$ cat config.mk
export PLATFORM = sky130hd
export DESIGN_NAME = fetch_unit
export DESIGN_NICKNAME = d
export VERILOG_FILES = /design/src/rtl/fetch_unit.sv
export SDC_FILE = /design/constraint.sdc
export NUM_CORES = 1
export LEC_CHECK = 0
export ABC_CLOCK_PERIOD_IN_PS = 2900
export CORE_UTILIZATION = 62
export CTS_CLUSTER_SIZE = 28
export DETAILED_ROUTE_END_ITERATION = 8
export DONT_BUFFER_PORTS = 1
export GPL_TIMING_DRIVEN = 0
export PLACE_DENSITY = 0.78
export SYNTH_ARGS = -nofsm -noshare
export SYNTH_HDL_FRONTEND = slang
export SYNTH_SLANG_ARGS = --single-unit
$ cat constraint.sdc
create_clock -name clk -period 2.9 [get_ports clk]
set_input_delay 0.435 -clock clk [delete_from_list [all_inputs] [get_ports clk]]
set_output_delay 0.435 -clock clk [all_outputs]
set_load 0.05 [all_outputs]
$ cat src/rtl/fetch_unit.sv
// ---------------------------------------------------------------------------
// fetch_unit
//   Instruction-fetch stage feeding decode. Owns the 8-bit PC and issues reads
//   to a synchronous-read instruction memory (data one cycle after request).
//   It buffers the returned instructions, each tagged with its PC, in a
//   DEPTH-entry FIFO and presents the FIFO head to decode over valid/ready.
//   A redirect (taken jump) flushes the FIFO, drops the read in flight and
//   restarts fetch at the target address on the following cycle.
//
// Parameters
//   DEPTH           FIFO entries, legal range 2..8
//   RESET_PC        PC loaded on reset
//
// Ports
//   clk             clock, all state updates on the rising edge
//   rst_n           synchronous active-low reset
//   imem_req        read request to instruction memory this cycle
//   imem_addr       read address, meaningful while imem_req=1
//   imem_rdata      read data, valid exactly one cycle after the request
//   instr           FIFO head instruction (0 when empty)
//   instr_pc        PC of the head instruction (0 when empty)
//   instr_valid     FIFO non-empty
//   instr_ready     decode accepts the head this cycle
//   redirect_valid  flush and restart fetch at redirect_pc
//   redirect_pc     restart address
// ---------------------------------------------------------------------------
module fetch_unit #(
    parameter int unsigned DEPTH    = 4,
    parameter logic [7:0]  RESET_PC = 8'h00
) (
    input  logic       clk,
    input  logic       rst_n,
    output logic       imem_req,
    output logic [7:0] imem_addr,
    input  logic [7:0] imem_rdata,
    output logic [7:0] instr,
    output logic [7:0] instr_pc,
    output logic       instr_valid,
    input  logic       instr_ready,
    input  logic       redirect_valid,
    input  logic [7:0] redirect_pc
);

    localparam int unsigned CW = $clog2(DEPTH + 1);
    localparam int unsigned PW = $clog2(DEPTH);

    // Occupancy is count + pend, one bit wider than count so it cannot wrap.
    localparam logic [CW:0]   DEPTH_OCC = (CW + 1)'(DEPTH);
    localparam logic [CW-1:0] DEPTH_CNT = CW'(DEPTH);
    localparam logic [PW-1:0] LAST_PTR  = PW'(DEPTH - 1);

    // Architectural state
    logic [7:0]    pc_q, pc_d;
    logic          pend_q, pend_d;
    logic [7:0]    pend_pc_q, pend_pc_d;
    logic [CW-1:0] count_q, count_d;
    logic [PW-1:0] rd_ptr_q, rd_ptr_d;
    logic [PW-1:0] wr_ptr_q, wr_ptr_d;

    // FIFO storage: instruction byte and its PC
    logic [7:0] data_q [DEPTH];
    logic [7:0] tag_q  [DEPTH];

    // Per-cycle events
    logic [CW:0] occ;
    logic        issue;
    logic        enq;
    logic        deq;

    function automatic logic [PW-1:0] ptr_inc(input logic [PW-1:0] p);
        return (p == LAST_PTR) ? '0 : p + PW'(1);
    endfunction

    // -----------------------------------------------------------------------
    // Output / event logic
    // -----------------------------------------------------------------------
    always_comb begin
        occ = {1'b0, count_q} + {{CW{1'b0}}, pend_q};
        // Counting the in-flight read as occupied guarantees its response
        // always finds a free entry, so the FIFO needs no back-pressure path.
        issue = rst_n & ~redirect_valid & (occ < DEPTH_OCC);
        // A redirect drops the response arriving this cycle.
        enq   = pend_q & ~redirect_valid;

        instr_valid = (count_q != '0);
        deq         = instr_valid & instr_ready;

        imem_req  = issue;
        imem_addr = pc_q;

        // Head is driven from storage only, never straight from imem_rdata.
        instr    = instr_valid ? data_q[rd_ptr_q] : '0;
        instr_pc = instr_valid ? tag_q[rd_ptr_q]  : '0;
    end

    // -----------------------------------------------------------------------
    // Next-state logic
    // -----------------------------------------------------------------------
    always_comb begin
        // NOTE: every variable gets a default first so no path leaves one
        // unassigned, which would otherwise infer a latch.
        pc_d      = pc_q;
        pend_d    = pend_q;
        pend_pc_d = pend_pc_q;
        count_d   = count_q;
        rd_ptr_d  = rd_ptr_q;
        wr_ptr_d  = wr_ptr_q;

        if (redirect_valid) begin
            // Redirect outranks everything: a handshake this cycle still
            // counts as accepted by decode, but the buffer is emptied anyway.
            pc_d     = redirect_pc;
            pend_d   = 1'b0;
            count_d  = '0;
            rd_ptr_d = '0;
            wr_ptr_d = '0;
        end else begin
            pend_d = issue;
            if (issue) begin
                pend_pc_d = pc_q;
                pc_d      = pc_q + 8'd1;
            end
            if (enq) begin
                wr_ptr_d = ptr_inc(wr_ptr_q);
            end
            if (deq) begin
                rd_ptr_d = ptr_inc(rd_ptr_q);
            end
            unique case ({enq, deq})
                2'b10:   count_d = count_q + CW'(1);
                2'b01:   count_d = count_q - CW'(1);
                default: count_d = count_q;
            endcase
        end
    end

    // -----------------------------------------------------------------------
    // State register
    // -----------------------------------------------------------------------
    // NOTE: sequential state uses non-blocking assignments so every register
    // samples pre-edge values regardless of statement order.
    always_ff @(posedge clk) begin
        if (!rst_n) begin
            pc_q      <= RESET_PC;
            pend_q    <= 1'b0;
            pend_pc_q <= '0;
            count_q   <= '0;
            rd_ptr_q  <= '0;
            wr_ptr_q  <= '0;
        end else begin
            pc_q      <= pc_d;
            pend_q    <= pend_d;
            pend_pc_q <= pend_pc_d;
            count_q   <= count_d;
            rd_ptr_q  <= rd_ptr_d;
            wr_ptr_q  <= wr_ptr_d;
        end
    end

    // NOTE: FIFO storage is deliberately not reset; an entry is only visible
    // once count covers it, and the outputs are forced to 0 when empty.
    always_ff @(posedge clk) begin
        if (enq) begin
            data_q[wr_ptr_q] <= imem_rdata;
            tag_q[wr_ptr_q]  <= pend_pc_q;
        end
    end

    // -----------------------------------------------------------------------
    // Invariants
    // -----------------------------------------------------------------------
    a_no_enq_when_full : assert property (@(posedge clk) disable iff (!rst_n)
        enq |-> (count_q != DEPTH_CNT));

    a_no_pop_when_empty : assert property (@(posedge clk) disable iff (!rst_n)
        (instr_valid & instr_ready) |-> (count_q != '0));

    a_no_req_on_redirect : assert property (@(posedge clk)
        redirect_valid |-> !imem_req);

endmodule

==> summary.txt <==
Clock network
  – Clk Latency, worst-skew pair: roughly 0.34 ns
  – Post-cts repair resize count: 1
  – Clk sink count: 90
  – H-tree levels: 3
  – Post-CTS Hold Fix Bufs: 0
  – Root buffer cell: clkbuf_8
  – Clock transition at path regs: 0.08 ns
  – CTS tree: built
  – TritonCTS Buffers: 9
  – Post-CTS setup buffer count: 0
  – Clock buffer depth: 2

GRT
  – Initial antenna violation count: 0
  – GRT overflow: 0
  – First-pass GRT wire length: 9970 um
  – Vias in the first global route: 2034
  – Met3 Use GR: under 10%
  – Largest net degree at the start of global routing: 17
  – M1 GR Usage: 27.88%
  – GRT Max-Usage Layer: met2
  – Global-route total usage across every layer: between 20% and 30%
  – M2 GR Usage: a little over a third

Place
  – Number of port buffers: 0
  – DP Cell Count: between 300 and 400
  – Dpl hpwl: 4064 um
  – Routability cong.: 0.8690

Yosys
  – Synthesized net count: 280
  – Post-synth EDFFs: between 60 and 70
  – Syn. warnings: 0
  – Syn avg cell area: around 15 um^2
  – Register area share after synthesis: 66.12%
  – Unique masters post-synth: 40
  – Mapped Area: approximately 3700 um^2
  – Flops & latches, synth: 90
  – Post-Syn Instances: 252
  – Asr flop ratio synth: 0%
  – Primary FF master, synth: edfxtp_1

Timing
  – Pins Over Slew Limit: 0
  – Final hold violations: 0
  – Max-slew headroom: a little under half
  – Slew @ Worst Pin: slightly above 0.8 ns
  – Final worst-path cycle share: between 90% and 100%
  – TNS Setup: 0 ns
  – FMAX: 368.4 MHz
  – RSZ-0062 raised after global routing: no
  – Hold WS: around 0.18 ns
  – Final setup violating endpoints: 0
  – Final Skew: 0.005923 ns
  – Min cycle time layout: between 2 and 3 ns

Run
  – MaxCap Viol Count: 0

Critical path
  – Reg2reg path depth: 10
  – Worst EP required: around 2.5 ns
  – R2R Setup Slk: between 0.4 and 0.5 ns
  – Delay-heaviest family, CP: buffers and inverters
  – Slowest cell on the critical path: clkbuf_1
  – CP endpoint kind: output port
  – Crit path arrival time: around 2.3 ns
  – Crit path top cell by count: clkbuf_1
  – Critical Path Start Type: flip-flop
  – Kind of critical path: reg -> out
  – Largest stage delay on the critical path: 0.51 ns
  – RR Endpoint: count_q[2]$_SDFFE_PP0P_
  – Critical path destination: instr_pc[2]
  – Worst Path Max Fanout: 10
  – Buf+Inv Stages, Crit Path: 2
  – Crit path cell chain: clkbuf_1 -> clkbuf_1 -> mux4_2 -> and2_1
  – Crit path depth: 4
  – R2r startpoint: count_q[0]$_SDFFE_PP0P_

Route
  – Post-Route WL: 6165 um
  – First-pass DRT Iterations: 4
  – Routed length per instance: ~18 um
  – DRC: 0
  – Number of DRC markers in iteration 0: 90
  – ANT nets after route: 0
  – Via count: between 2000 and 2500
  – Avg Vias per Cell: ~6.0

Layout
  – Most common cell after layout, fill and taps aside: edfxtp_1
  – Most frequent cells in the layout: edfxtp_1 (64), nand2_1 (32), dfxtp_1 (26)
  – Util after Layout: 71.66%
  – Area delta synth->final: 8.807%
  – Non-filler cells, final: between 300 and 400
  – ANT cells: 0
  – Fin nets: roughly 290
  – Share of layout cells above drive strength 1: 16.42%

Die
  – Site Rows: 27
  – I/O pin count: between 40 and 50
  – Die extent in x: ~79 um
  – Initial core utilization: 65.86%
  – Die area: around 6300 um^2
  – Placeable Area: ~5600 um^2
  – DIE HEIGHT: 79.19 um

Outcome
  – Status: finished clean

Power and ir drop
  – IR drop worst, VDD: 0.2813 mV
  – Leak: roughly 1.4 nW
  – PwrDens: 624.8 nW/um^2
  – Total power: 2.511 mW

Min path
  – Worst Hold Class: in -> reg
## worst min-delay path by stage
stage / cells past startpoint / slack [ns] / end / from
finish: 0 / 0.18 / data_q[1][7]$_DFFE_PP_ / imem_rdata[7]
global route: 0 / 0.16 / data_q[3][7]$_DFFE_PP_ / imem_rdata[7]
CTS: 0 / 0.16 / data_q[2][7]$_DFFE_PP_ / imem_rdata[7]
detailed placement: 2 / 0.49 / rd_ptr_q[0]$_SDFFE_PP0P_ / rd_ptr_q[0]$_SDFFE_PP0P_
global placement: 0 / 0.48 / tag_q[2][5]$_DFFE_PP_ / pend_pc_q[5]$_SDFFE_PN0P_
floorplan: 0 / 0.46 / tag_q[0][0]$_DFFE_PP_ / pend_pc_q[0]$_SDFFE_PN0P_
## routing by layer
layer,vias up,share of wire (%)
met2,71,49
li1,955,-
met4,0,2.2
met5,-,0
met3,10,5.7
met1,1012,43
## kinds of logic (layout without fill, tap and decap cells)
logic type               after synthesis  after routing  share of synthesized area (%)
AND/OR/NAND/NOR                       74             74                          9.824
flip-flops                            90             90                          66.12
multiplexers                          18             18                          10.30
XOR/XNOR                               2              2                         0.4743
adder cells (fa/ha/maj)                8              8                          2.913
AO/OA/AOI/OAI                         35             35                          7.046
buffers and inverters                 25             41                          3.319
## metrics by stage
step	setup slack [ns]	cell area, um^2
2_1_floorplan	0.7140	3694
3_3_place_gp	0.3129	3784
3_5_place_dp	0.2986	3784
4_1_cts	0.1534	4019
5_1_grt	0.05431	4019
6_report	0.1854	4019
## synthesized netlist by cell type, types with 4 or more instances
master	n	area (um^2)
and2_1	16	100.1
inv_1	12	45.04
edfxtp_1	64	1922
clkbuf_1	4	15.01
nor2_1	9	33.78
ha_1	7	87.58
a21boi_0	11	82.58
a21oi_1	6	30.03
buf_2	5	25.02
mux4_2	16	360.4
nand2_1	32	120.1
dfxtp_1	26	520.5
and3_1	5	31.28
## power by group
part | switching, mW | leakage [nW] | internal, mW
clock | 0.404 | 0.115 | 0.572
sequential | 0.0468 | 0.846 | 1.39
combinational | 0.0628 | 0.453 | 0.0363
## sequential cells by signal (all words and copies together) (netlist names), named ones only
register	cells
count_q	3
data_q	32
imem_addr	8
pend_pc_q	8
pend_q	1
rd_ptr_q	2
tag_q	32
wr_ptr_q	2
## cell type report
type | instances | area, um^2
Sequential cell | 90 | 2442
Fill cell | 384 | 1589
Multi-Input combinational cell | 137 | 1129
Clock buffer | 11 | 131.4
Clock inverter | 5 | 102.6
Tap cell | 72 | 90.09
Buffer | 12 | 75.07
Inverter | 13 | 48.80
Power figures use the tool's default switching activity.
